--- src/rtl/fifo_arbiter.sv ---
// Round-robin mover from four input FIFOs to four output FIFOs, plus threshold/error supervisor FSM.
// Read-to-write latency 2 cycles; any out_full bit blocks new grants while in-flight words still complete.
module fifo_arbiter #(
  parameter int unsigned          DATA_BITS    = 10,
  parameter int unsigned          ADDR_BITS    = 3,
  parameter logic [ADDR_BITS-1:0] HIGH_DEFAULT = ADDR_BITS'(6),
  parameter logic [ADDR_BITS-1:0] LOW_DEFAULT  = ADDR_BITS'(1)
) (
  input  logic                   clk,
  input  logic                   reset,
  input  logic                   init,
  input  logic [ADDR_BITS-1:0]   high_limit_in,
  input  logic [ADDR_BITS-1:0]   low_limit_in,
  output logic [ADDR_BITS-1:0]   high_limit,
  output logic [ADDR_BITS-1:0]   low_limit,
  input  logic [3:0]             in_empty,
  input  logic [4*DATA_BITS-1:0] in_data,
  output logic [3:0]             in_read,
  input  logic [3:0]             out_full,
  output logic [3:0]             out_write,
  output logic [DATA_BITS-1:0]   out_data,
  input  logic [7:0]             fifo_error,
  output logic [2:0]             state,
  output logic                   idle_out,
  output logic                   error_out
);

  typedef enum logic [2:0] {
    ST_RESET  = 3'd0,
    ST_INIT   = 3'd1,
    ST_IDLE   = 3'd2,
    ST_ACTIVE = 3'd3,
    ST_ERROR  = 3'd4
  } state_t;

  state_t               state_q;
  state_t               state_nx;
  logic [1:0]           ptr_q;
  logic                 s1_vld;
  logic [1:0]           s1_idx;
  logic                 gnt_vld;
  logic [1:0]           gnt_idx;
  logic [1:0]           cand;
  logic [DATA_BITS-1:0] s1_dat;
  logic [1:0]           s1_dest;

  assign state     = state_q;
  assign idle_out  = (state_q == ST_IDLE);
  assign error_out = (state_q == ST_ERROR);

  always_ff @(posedge clk or negedge reset) begin
    if (!reset) begin
      state_q    <= ST_RESET;
      high_limit <= HIGH_DEFAULT;
      low_limit  <= LOW_DEFAULT;
    end else begin
      state_q <= state_nx;
      if (state_q == ST_INIT) begin
        high_limit <= high_limit_in;
        low_limit  <= low_limit_in;
      end
    end
  end

  always_comb begin
    state_nx = state_q;
    case (state_q)
      ST_RESET:  state_nx = ST_INIT;
      ST_INIT:   if (!init) state_nx = ST_IDLE;
      ST_IDLE: begin
        if (init)                  state_nx = ST_INIT;
        else if (in_empty != 4'hF) state_nx = ST_ACTIVE;
      end
      ST_ACTIVE: begin
        if (init)
          state_nx = ST_INIT;
        else if (in_empty == 4'hF && !s1_vld && out_write == 4'b0000)
          state_nx = ST_IDLE;
      end
      ST_ERROR:  state_nx = ST_ERROR;
      default:   state_nx = ST_RESET;
    endcase
    if (fifo_error != 8'h00) state_nx = ST_ERROR;
  end

  // Search starts one past the last grant; the FIFO read last cycle is skipped
  // because its registered empty flag has not caught up with that read yet.
  always_comb begin
    gnt_vld = 1'b0;
    gnt_idx = 2'd0;
    cand    = 2'd0;
    if (state_q == ST_ACTIVE && out_full == 4'b0000) begin
      for (int k = 1; k <= 4; k++) begin
        cand = ptr_q + 2'(k);
        if (!gnt_vld && !in_empty[cand] && !(s1_vld && s1_idx == cand)) begin
          gnt_vld = 1'b1;
          gnt_idx = cand;
        end
      end
    end
    in_read = gnt_vld ? (4'b0001 << gnt_idx) : 4'b0000;
  end

  // Stage 1 holds the index read last cycle; that FIFO's word is on in_data now.
  assign s1_dat  = in_data[s1_idx*DATA_BITS +: DATA_BITS];
  assign s1_dest = s1_dat[DATA_BITS-1 -: 2];

  always_ff @(posedge clk or negedge reset) begin
    if (!reset) begin
      ptr_q     <= 2'd3;
      s1_vld    <= 1'b0;
      s1_idx    <= 2'd0;
      out_write <= 4'b0000;
      out_data  <= '0;
    end else if (state_nx == ST_ERROR) begin
      s1_vld    <= 1'b0;
      out_write <= 4'b0000;
    end else begin
      s1_vld <= gnt_vld;
      s1_idx <= gnt_idx;
      if (gnt_vld) ptr_q <= gnt_idx;
      out_write <= s1_vld ? (4'b0001 << s1_dest) : 4'b0000;
      if (s1_vld) out_data <= s1_dat;
    end
  end

endmodule

--- config.mk ---
export PLATFORM = sky130hd
export DESIGN_NAME = fifo_arbiter
export DESIGN_NICKNAME = d
export VERILOG_FILES = /design/src/rtl/fifo_arbiter.sv
export SDC_FILE = /design/constraint.sdc
export NUM_CORES = 1
export LEC_CHECK = 0
export BUFFER_PORTS_ARGS = -buffer_cell sky130_fd_sc_hd__clkbuf_2
export CAP_MARGIN = 20
export CORE_UTILIZATION = 44
export CTS_CLUSTER_SIZE = 28
export DETAILED_ROUTE_END_ITERATION = 10
export MAX_ROUTING_LAYER = met4
export PLACE_DENSITY_LB_ADDON = 0.1
export SYNTH_ARGS = -nofsm -noshare
export SYNTH_HDL_FRONTEND = slang
export SYNTH_SLANG_ARGS = --single-unit
--- constraint.sdc ---
create_clock -name clk -period 2.65 [get_ports clk]
set_input_delay 0 -clock clk [delete_from_list [all_inputs] [get_ports clk]]
set_output_delay 0 -clock clk [all_outputs]
set_load 0.05 [all_outputs]
# Word level (Yosys, flattened, before mapping)

Index checks and enable logic that the tools add are counted.

Magnitude comparators: 4
Equality and inequality tests: 11
Add/sub/neg operators: 3
Shift-type cells: 3
$mul: 1
Bitwise operators: 1
Reductions and logical operators: 32
Mux-type cells: 32

Operators by type and width:

| kind                                                | number |
|---|---|
| indexed part select 40 x 7 -> 10 bit                | 1 |
| 2-to-1 mux 3 bit                                    | 6 |
| one-hot mux 3 bit (5 select lines)                  | 1 |
| logical AND 1 bit                                   | 14 |
| 2-to-1 mux 1 bit                                    | 13 |
| zero test 1 bit                                     | 12 |
| < comparator 2 x 3 -> 1 bit, second input constant  | 4 |
| 2-to-1 mux 4 bit                                    | 3 |
| 2-to-1 mux 2 bit                                    | 5 |
| binary-select mux 1 bit (select 2 bit)              | 4 |
| equality test 2 bit                                 | 4 |
| zero test 4 bit                                     | 2 |
| nonzero test 8 bit                                  | 1 |
| left shift 1 x 2 -> 4 bit, first input constant     | 2 |
| equality test 3 x 2 -> 1 bit, second input constant | 2 |
| equality test 3 bit, second input constant          | 2 |
| multiplier 2 x 3 -> 5 bit, second input constant    | 1 |
| adder 2 bit, second input constant                  | 2 |
| equality test 4 bit, second input constant          | 1 |
| inequality test 4 bit, second input constant        | 1 |
| AND reduction 2 bit                                 | 2 |
| equality test 3 x 1 -> 1 bit, second input constant | 1 |
| zero test 3 bit                                     | 1 |
| adder 2 x 1 -> 2 bit, second input constant         | 1 |
| inverter 1 bit                                      | 1 |

Output and inout port bits: 29
Register bits: 28
Logic and storage cells: 95

# Depth between registers and ports, before layout

Gate-level depths: netlist of run 1.

Word-level depth: 24
Gate-level depth with buffers: 7
Depth with buffers taken out: 6

# Worst setup path before layout of run 1

OpenSTA, ideal clock, no wires.

Path kind: register to output
From: reg ptr_q[1]
To: out in_read[3]
Data required time: 2,650 ps
Arrival time: 3,032 ps
Stages on the path, launching flop included: 8
Buffers on the path: 1
Path slack: -382 ps
Cell sequence: dfstp_2 > buf_6 > mux4_2 > a31oi_1 > a21bo_2 > a21oi_1 > o32ai_2 > nor3b_1

Longest elaborated chain between the ends: 24

Ends and longest elaborated chain:

| item                                                                          | RTL line | source |
|---|---|---|
| start: declaration                                                            | 38       | `logic [1:0] ptr_q;` |
| start signal: assignment                                                      | 121      | `if (gnt_vld) ptr_q <= gnt_idx;` |
| adder 2 x 1 -> 2 bit                                                          | 94       | `cand = ptr_q + 2'(k);` |
| binary-select mux 1 bit (select 2 bit) or equality test 2 bit (tied branches) | 95       | `if (!gnt_vld && !in_empty[cand] && !(s1_vld && s1_idx == cand)) begin` |
| 2-to-1 mux 1 bit (not written as such) or logical AND 1 bit (tied branches)   | 95       |  |
| zero test 1 bit                                                               | 95       |  |
| logical AND 1 bit                                                             | 95       |  |
| 2-to-1 mux 1 bit                                                              | 95       |  |
| 2-to-1 mux 1 bit                                                              | 92       | `if (state_q == ST_ACTIVE && out_full == 4'b0000) begin` |
| zero test 1 bit                                                               | 95       |  |
| [... 7 more ...]                                                              | -        |  |
| 2-to-1 mux 1 bit                                                              | 95       |  |
| 2-to-1 mux 1 bit                                                              | 92       |  |
| zero test 1 bit                                                               | 95       |  |
| logical AND 1 bit (2 in series)                                               | 95       |  |
| 2-to-1 mux 2 bit                                                              | 95       |  |
| 2-to-1 mux 2 bit                                                              | 92       |  |
| left shift 1 x 2 -> 4 bit                                                     | 101      | `in_read = gnt_vld ? (4'b0001 << gnt_idx) : 4'b0000;` |
| 2-to-1 mux 4 bit (*)                                                          | 101      |  |
| end: declaration                                                              | 18       | `output logic [3:0] in_read,` |

Mark *: on every way between the ends. The rest lies on a longest branch, timed or not. The select of a mux whose other input is x is not followed.

# Final worst setup path of run 1

From: reg ptr_q[1]
To: out in_read[0]

The elaborated chain is that of the path after synthesis.

==> results.json, run 1 <==
{
  "outcome": "finished with violations",
  "violations": "negative setup slack",
  "synth_cell_types": 38,
  "ys_warn_count": 0,
  "r2r_cells": 5,
  "start_util": 0.4593,
  "use_met2": 0.3816,
  "tightest_slew_ns": 0.6930,
  "clock-sinks": 28,
  "worstReg2RegEnd": "ptr_q[0]",
  "timing.rr.start": "ptr_q[1]",
  "num_vias": 1553,
  "async_flop_share": 1.000,
  "finalMaxSlewViolations": 0,
  "synth_top_area_share": 0.3423,
  "vias_per_cell": 5.282,
  "clk_pin_slew_ns": 0.09,
  "yosys_most_used_dff": "dfrtp_1",
  "drt-initial-drc-count": 53,
  "io_buffers": 93,
  "dp_cells": 275,
  "wl_per_cell_um": 14.82,
  "period_minus_slack_ns": 2.673,
  "syn_area_per_cell_sq_um": 12.46,
  "clockBufferDepth": 2,
  "grt_overflow": 0,
  "arrival_ns": 2.67,
  "synth_nets": 200,
  "ios": 94,
  "dp.final_hpwl_um": 3239,
  "grt_most_used_layer": "met2",
  "ys_seq_area_frac": 0.4204,
  "setup_ws_ns": -0.02338,
  "peakVddDrop_mv": 0.1888,
  "ys_top_cells_by_area": "dfrtp_1 (34%), mux4_2 (15%), mux2_2 (11%), dfstp_2 (7.8%), mux4_1 (3.1%)",
  "finalWirelength_um": 4358,
  "syn-cell-area_sq_um": 1682,
  "core_area_sq_um": 3661,
  "powerDensity_nw_per_um2": 344.2,
  "post-route-drc-count": 0,
  "met3_usage": 0.03571,
  "cts_max_level": 1,
  "synth_top_area_cell": "dfrtp_1",
  "grt_pass1_vias": 1448,
  "drtPass1Iterations": 4,
  "clock-root-buffer": "clkbuf_8",
  "grt_max_degree": 29,
  "worstSetupStartpointType": "flip-flop",
  "crit_type": "flip-flop to output port",
  "fin_skew_ns": 0.0009412,
  "die_w_um": 63.82,
  "slew_headroom": 0.5380,
  "drv_cap": 0,
  "synth_edf_count": 0,
  "tns_ns": -0.02338,
  "utilization": 0.6904,
  "end_kind": "output port",
  "layout.nets": 312,
  "die_h_um": 63.82,
  "synthToLayoutAreaGrowth_pct": 50.30,
  "ys_top_cells_by_count": "dfrtp_1 (23), mux2_2 (17), mux4_2 (11)",
  "clk_latency_ns": 0.27,
  "power.leakage_uw": 0.001256,
  "drive_gt1_frac": 0.6423,
  "crit_required_ns": 2.65,
  "ys_ff_latch": 28,
  "path_max_fanout": 6,
  "yosys.cell_count.top_type": "dfrtp_1",
  "reg2reg_slack_ns": 0.23,
  "num_rows": 22,
  "max_freq_mhz": 374.1,
  "min_from": "fifo_error[6]",
  "place.gp.congestion": 0.8211,
  "hold_end": "state[1]",
  "finalNonFillerCells": 294,
  "hold_viol": 0,
  "worstHoldPathCells": 4,
  "grt_util_met1": 0.2535,
  "die_area_sq_um": 4073,
  "postRouteAntennaNets": 0,
  "antenna_found_initial": 0,
  "finalCritPeriodShare": 1.009,
  "cts_buffers": 3,
  "setup_violations": 1,
  "grt_pass1_wl_um": 6693,
  "cts_tree": "done",
  "grt.total_usage": 0.2202,
  "hold_class": "primary input to flip-flop",
  "synthCells": 135,
  "diodes": 0,
  "rsz0062_at_grt": "true"
}
worst max-delay path by stage:
| stage | start | slack, ns | cells past startpoint | endpoint |
|---|---|---|---|---|
| 5_1_grt | ptr_q[1] | -0.14 | 6 | in_read[3] |
| 3_3_place_gp | ptr_q[1] | 0.07 | 6 | in_read[0] |
| 6_report | ptr_q[1] | -0.02 | 6 | in_read[0] |
| 2_1_floorplan | ptr_q[1] | 0.09 | 7 | in_read[3] |
| 3_5_place_dp | ptr_q[1] | 0.02 | 6 | in_read[0] |
| 4_1_cts | ptr_q[1] | -0.03 | 6 | in_read[0] |
state kept, by name, summed over array words and instances (netlist names):
name / count
out_write: 4
out_data: 10
ptr_q: 2
state: 3
low_limit: 3
s1_idx: 2
high_limit: 3
s1_vld: 1
where the power goes:
part | internal, uW | switching (uW) | leakage (uW)
clock | 202 | 130 | 0.0000357
sequential | 427 | 0.000301 | 0.000368
combinational | 65.9 | 44.4 | 0.000852
final cells by class:
| type | instances | area (sq um) |
|---|---|---|
| inverter | 3 | 11.26 |
| clock buffer | 3 | 41.29 |
| multi-input combinational | 99 | 1015 |
| sequential | 28 | 706.9 |
| timing repair buffer | 112 | 663.1 |
| clock inverter | 1 | 30.03 |
| fill | 289 | 1134 |
| tap | 48 | 60.06 |
per-stage QoR:
step                      instance area (sq um)  worst slack, ns  hold WS, ns  power, uW
after CTS                                  2446         -0.02731      0.01953      877.7
after detailed placement                   2225          0.02419      0.08090      531.5
after global routing                       2527          -0.1395      0.03753      909.7
final                                      2527         -0.02338      0.02018      869.9
after floorplan                            1698          0.09252      -0.2956      470.0
after global placement                     2225          0.06589      0.07099      526.6
placed cells by master (no fill, tap or decap), types with 3 or more instances in the layout:
cell type | netlist | final
a21oi_1 | 4 | 3
a31o_2 | 3 | 3
buf_4 | 0 | 11
clkbuf_2 | 0 | 89
clkbuf_8 | 0 | 4
dfrtp_1 | 23 | 23
dfstp_2 | 5 | 5
dlygate4sd3_1 | 0 | 8
inv_1 | 3 | 3
mux2_2 | 17 | 16
mux2i_1 | 4 | 3
mux4_2 | 11 | 11
nand2_1 | 10 | 10
nand3_1 | 3 | 3
nor2_1 | 8 | 8
nor3_1 | 5 | 4
nor4_1 | 3 | 3
kinds of logic after synthesis:
family | Yosys count | share of synthesized area
xor gates and xnor gates | 4 | 0.02084
buffers and inverters | 8 | 0.02381
muxes | 34 | 0.3162
and+or+nand+nor | 44 | 0.1421
DFF | 28 | 0.4204
AOI/OAI and AO/OA | 17 | 0.07665
worst max-delay path, stage by stage (launching register included):
cell and delay, ns:
dfstp_2 0.59, mux4_2 0.54, a31oi_4 0.18, a21bo_4 0.27, o32ai_4 0.38, nor3b_4 0.27
buf_8 0.17
timing repair:
item | in CTS | in global routing
setup endpoints to repair | 4 | 4
gates resized for setup | 11 | 12
setup buffers | 3 | 4
endpoints found under the hold margin | 30 | 0
pin swaps | 1 | 3
hold buffers | 8 | 0
per-layer routing:
layer / wire, um / vias to the layer above
met2: 2336 / 53
met1: 1727 / 747
met5: 0 / -
met3: 222 / 8
met4: 72 / 0
li1: - / 745
No activity file was read; power rests on OpenSTA's default activity.
==> inputs of run 2 (changes only) <==
CORE_MARGIN = 2   (was default)
TNS_END_PERCENT = 1   (was default)
==> run 2 against run 1 <==
  * The run still ends with negative setup slack left
  * Core utilization shrank 1.3 points
  * Flip-flop and latch count is the same
  * Die area grew 6.4%
  * Power rose by 0.67%
  * Sequential share of layout area up 0.52 points
  * Sequential power hardly changed
  * Via count down 1.4%
  * Setup slack better by 0.0046 ns
  * Register-to-register slack better by 0.03 ns
  * First-iteration DRC count increased by 58%
  * Critical path depth is the same
  * Clock power increased by 2%
==> results.json, run 2 (synthesized netlist as in run 1, its figures left out) <==
{
  "outcome": "finished with violations",
  "violations": "negative setup slack",
  "wl_per_cell_um": 14.65,
  "vias_per_cell": 5.261,
  "post-route-drc-count": 0,
  "path_cells": "mux4_2, a31oi_4, a21bo_4, o32ai_4, nor3b_2, clkbuf_8",
  "setup_ws_ns": -0.01873,
  "utilization": 0.6777,
  "clk_latency_ns": 0.28,
  "top_regs": "out_data: 10 flops, out_write: 4 flops",
  "critPathTopFamily": "compound AO/OA/AOI/OAI gates",
  "setup_violations": 1,
  "dp_cells": 275,
  "clk_pin_slew_ns": 0.10,
  "clockBufferDepth": 2,
  "ios": 94,
  "grt_overflow": 0,
  "power.leakage_uw": 0.001237,
  "cts_buffers": 3,
  "critPathSlowestCell": "dfstp_2",
  "grt.total_usage": 0.2008,
  "cp_slowest_stage_delay_ns": 0.59,
  "arrival_ns": 2.67,
  "diodes": 0,
  "die_w_um": 65.82,
  "finalMaxSlewViolations": 0,
  "drv_cap": 0,
  "grt_max_degree": 29,
  "final_common_cell": "clkbuf_2",
  "path_buf_inv": 1,
  "crit_required_ns": 2.65,
  "core_area_sq_um": 3661,
  "die_h_um": 65.82,
  "max_freq_mhz": 374.7,
  "reg2reg_slack_ns": 0.26,
  "end_kind": "output port",
  "num_rows": 22,
  "mostFrequentLayoutCells": "clkbuf_2 (89), dfrtp_1 (23), mux2_2 (16)",
  "peakVddDrop_mv": 0.1824,
  "postRouteAntennaNets": 0,
  "clock-sinks": 28,
  "powerDensity_nw_per_um2": 353.0,
  "tightest_slew_ns": 0.6957,
  "cts_max_level": 1,
  "drive_gt1_frac": 0.6255,
  "hold_class": "primary input to flip-flop",
  "path_max_fanout": 6,
  "finalNonFillerCells": 291,
  "period_minus_slack_ns": 2.669,
  "io_buffers": 93,
  "dp.final_hpwl_um": 3278,
  "worstSetupStartpointType": "flip-flop",
  "hold_viol": 0,
  "start_util": 0.4593,
  "die_area_sq_um": 4332,
  "num_vias": 1531,
  "drt-initial-drc-count": 84,
  "crit_type": "flip-flop to output port",
  "regMostFlops": "out_data",
  "antenna_found_initial": 0,
  "place.gp.congestion": 0.8699,
  "grt_pass1_wl_um": 6479,
  "layout.nets": 309,
  "grt_pass1_vias": 1496,
  "cts_tree": "done",
  "synthToLayoutAreaGrowth_pct": 47.54,
  "largest_register_ffs": 10,
  "slew_headroom": 0.5362,
  "finalWirelength_um": 4263,
  "drtPass1Iterations": 4,
  "dp_slack_ns": 0.08735,
  "clock-root-buffer": "clkbuf_8",
  "fin_skew_ns": 0.004222,
  "finalCritPeriodShare": 1.007,
  "rsz0062_at_grt": "true"
}
[run 2: cell types whose count changed in the layout (fill, tap and decap cells not counted), sizes merged]
cell	change
buf	-3
[run 2: layout make-up]
type | instances | area [sq um]
multi-input cells | 99 | 998.5
well taps | 48 | 60.06
flip-flops and latches | 28 | 706.9
repair buffers | 109 | 633.1
inverters | 3 | 11.26
fillers | 292 | 1180
clock inverters | 1 | 30.03
clock buffers | 3 | 41.29
[run 2: tightest hold or removal path: stages]
cell and delay, ns:
clkbuf_2 0.08, nor4_1 0.03, nand2_1 0.09, nor4_1 0.05
[run 2: path summary, 6_finish.rpt]
check / startpoint / to / depth (start not counted)
hold / removal: fifo_error[6] / state[1] / 4
setup / recovery: ptr_q[1] / in_read[0] / 6
min in group asynchronous: reset / state[1] / 2
hold reg to reg: out_data[8] / out_data[8] / 2
max in group asynchronous: reset / out_data[5] / 2
setup reg to reg: ptr_q[1] / s1_idx[1] / 8
[run 2: routing by layer]
layer | vias up | track usage | share of wire
met5 | - | - | 0
met4 | 0 | 0.07813 | 0.011
met3 | 6 | 0.03748 | 0.066
met2 | 58 | 0.3434 | 0.53
met1 | 732 | 0.2345 | 0.40
li1 | 735 | - | -
[run 2: timing repair]
item	4_1_cts	5_1_grt
buffers inserted	2	2
gates resized for setup	8	12
pin swaps	1	2
setup endpoints to repair	4	4
hold endpoints to repair	30	0
hold buffers	8	0
[run 2: power breakdown]
part	switching [uW]	leakage, uW	internal (uW)	total, uW
clock	137	0.0000357	202	339
combinational	42.8	0.000833	66.4	109
sequential	0.000273	0.000368	427	427
[run 2: per-stage QoR]
stage / TNS, ns / total power (uW) / area [sq um] / hold WS [ns]
4_1_cts: -0.05676 / 874.9 / 2417 / 0.0005592
2_1_floorplan: -0.3386 / 468.9 / 1687 / -0.2956
3_5_place_dp: 0 / 529.6 / 2213 / 0.07241
6_report: -0.01873 / 875.7 / 2481 / 0.005461
3_3_place_gp: 0 / 525.3 / 2213 / 0.07304
5_1_grt: -0.3601 / 914.7 / 2481 / 0.05234
==> inputs of run 3 (changes only) <==
--- a/config.mk
+++ b/config.mk
@@ -6,8 +6,9 @@
 export NUM_CORES = 1
 export LEC_CHECK = 0
+export ABC_AREA = 1
 export BUFFER_PORTS_ARGS = -buffer_cell sky130_fd_sc_hd__clkbuf_2
 export CAP_MARGIN = 20
 export CORE_MARGIN = 2
-export CORE_UTILIZATION = 44
+export CORE_UTILIZATION = 45
 export CTS_CLUSTER_SIZE = 28
 export DETAILED_ROUTE_END_ITERATION = 10
==> constraint.sdc (replaced) <==
create_clock -name clk -period 2.65 [get_ports clk]
set_input_delay 0 -clock clk [delete_from_list [all_inputs] [get_ports clk]]
set_output_delay 0 -clock clk [all_outputs]
set_load 0.005 [all_outputs]
==> run 3 against run 2 <==
  * Core utilization is 2.6 points lower
  * Flip-flop and latch count stayed put
  * Critical path depth is 7 higher
  * The flow now finishes without violations
  * Largest power group unchanged
  * Sequential power is 2% higher
  * Cell count is 37% higher
  * Die area is 4.3% higher
  * Clock skew is 0.0029 ns lower
==> results.json, run 3 <==
{
  "hold_viol": 0,
  "crit_top_cell": "nand2_2",
  "peakVddDrop_mv": 0.3840,
  "postRouteAntennaNets": 0,
  "antenna_found_initial": 0,
  "synth_nets": 317,
  "post_cts_buffers": 0,
  "io_buffers": 93,
  "ys_warn_count": 0,
  "async_flop_share": 1.000,
  "post_cts_resized": 0,
  "crit_type": "flip-flop to output port",
  "max_freq_mhz": 453.0,
  "fin_skew_ns": 0.001318,
  "yosys.cell_count.top_type": "nand2_1",
  "dp_cells": 386,
  "finalMaxSlewViolations": 0,
  "ys_top_cells_by_area": "dfrtp_1 (32%), nand2_1 (14%), dfstp_2 (7.3%), nor2_1 (7.1%), o21ai_0 (5.6%)",
  "ys_ff_latch": 28,
  "powerDensity_nw_per_um2": 360.3,
  "arrival_ns": 2.21,
  "diodes": 0,
  "regMostFlops": "out_data",
  "ys_top_cells_by_count": "nand2_1 (69), nor2_1 (34), dfrtp_1 (23)",
  "num_vias": 1956,
  "critPathSlowestCell": "dfstp_2",
  "crit_required_ns": 2.65,
  "clockBufferDepth": 2,
  "drv_cap": 0,
  "grt_pass1_wl_um": 7024,
  "worstSetupStartpointType": "flip-flop",
  "synth_top_area_share": 0.3201,
  "grt_overflow": 0,
  "mostFrequentLayoutCells": "clkbuf_2 (93), nand2_1 (69), nor2_1 (34)",
  "synthCells": 252,
  "cts_buffers": 3,
  "setup_violations": 0,
  "final_common_cell": "clkbuf_2",
  "cp_slowest_stage_delay_ns": 0.69,
  "tns_ns": 0,
  "post-route-drc-count": 0,
  "cts-hold-fix-buffers": 8,
  "slew_headroom": 0.5558,
  "period_minus_slack_ns": 2.207,
  "ios": 94,
  "num_rows": 22,
  "drt-initial-drc-count": 77,
  "synth_edf_count": 0,
  "die_area_sq_um": 4517,
  "ys_seq_area_frac": 0.3932,
  "synth_cell_types": 33,
  "syn_area_per_cell_sq_um": 7.135,
  "path_max_fanout": 12,
  "yosys_most_used_dff": "dfrtp_1",
  "clock-sinks": 28,
  "finalNonFillerCells": 398,
  "rsz0062_at_grt": "false",
  "drive_gt1_frac": 0.3857,
  "die_w_um": 67.21,
  "grt_max_degree": 29,
  "clock-root-buffer": "clkbuf_8",
  "clk_pin_slew_ns": 0.09,
  "tightest_slew_ns": 0.6663,
  "drtPass1Iterations": 4,
  "cts_max_level": 1,
  "grt.total_usage": 0.2095,
  "end_kind": "output port",
  "finalCritPeriodShare": 0.8330,
  "syn-cell-area_sq_um": 1798,
  "wl_per_cell_um": 11.25,
  "synthToLayoutAreaGrowth_pct": 35.70,
  "dp.final_hpwl_um": 3470,
  "hold_class": "primary input to flip-flop",
  "grt_pass1_vias": 1678,
  "cts_tree": "done",
  "hold_ws_ns": 0.009617,
  "top_regs": "out_data: 10 flops, out_write: 4 flops",
  "place.gp.congestion": 0.8322,
  "power.leakage_uw": 0.001329,
  "finalWirelength_um": 4479,
  "path_cells": "inv_2, nand2_1, nand2_2, nor2_2, nand3_1, nand2_2, nand4_2, nor2_2, nor2_2, nand2_2, nand2_2, nor2_1, clkbuf_2",
  "layout.nets": 416,
  "outcome": "completed",
  "vias_per_cell": 4.915,
  "synth_top_area_cell": "dfrtp_1",
  "start_util": 0.4803,
  "die_h_um": 67.21,
  "largest_register_ffs": 10,
  "core_area_sq_um": 3744,
  "clk_latency_ns": 0.27
}
## run 3: cell type report
class	count	area, sq um
fill	367	1304
clock inverter	1	30.03
tap	48	60.06
sequential	28	706.9
clock buffer	3	41.29
timing repair buffer	103	560.5
multi-input combinational	192	952.2
inverter	23	88.84
## run 3: power breakdown
part | internal, uW | total (uW) | switching, uW
clock | 202 | 329 | 126
sequential | 434 | 436 | 2.19
combinational | 62.5 | 115 | 52.3
## run 3: critical path, delay by kind of cell, from the launching register on
| family | cells | cell delay (ns) |
|---|---|---|
| and+or+nand+nor | 11 | 0.99 |
| buffers and inverters | 2 | 0.25 |
| DFF | 1 | 0.69 |
## run 3: final timing paths
path | from | endpoint | slack, ns | cells after the start
min in group asynchronous | reset | state[1] | 0.32 | 2
max in group asynchronous | reset | out_data[0] | 1.90 | 2
setup / recovery | ptr_q[0] | in_read[1] | 0.44 | 13
hold reg to reg | out_data[1] | out_data[1] | 0.49 | 2
hold / removal | fifo_error[6] | state[1] | 0.01 | 4
setup reg to reg | ptr_q[0] | s1_idx[0] | 0.77 | 10
## run 3: cell families (layout without fill, tap and decap cells)
logic type      count (synthesis)  after routing  share of synthesized area
mux                             6              6                    0.03758
simple gates                  146            146                     0.3633
flops                          28             28                     0.3932
compound gates                 38             38                     0.1190
xor+xnor                        2              2                   0.009744
buf+inv                        32            130                    0.07724
## run 3: through the flow
step,worst slack (ns),total power (uW),utilization,cell area (sq um)
after floorplan,1.101,484.2,-,1798
after global placement,0.7409,549.3,0.6113,2288
after detailed placement,0.7532,550.3,0.6113,2288
after CTS,0.4381,890.6,0.6517,2440
after global routing,0.2466,920.8,0.6517,2440
final,0.4426,879.2,0.6517,2440
## run 3: metal layers
metal  vias to the layer above  track usage  part of all wire
li1                       1020            -                 -
met1                       880       0.2513              0.44
met3                         5      0.03500             0.055
met4                         0      0.04082            0.0076
met5                         -            -                 0
met2                        51       0.3725              0.50
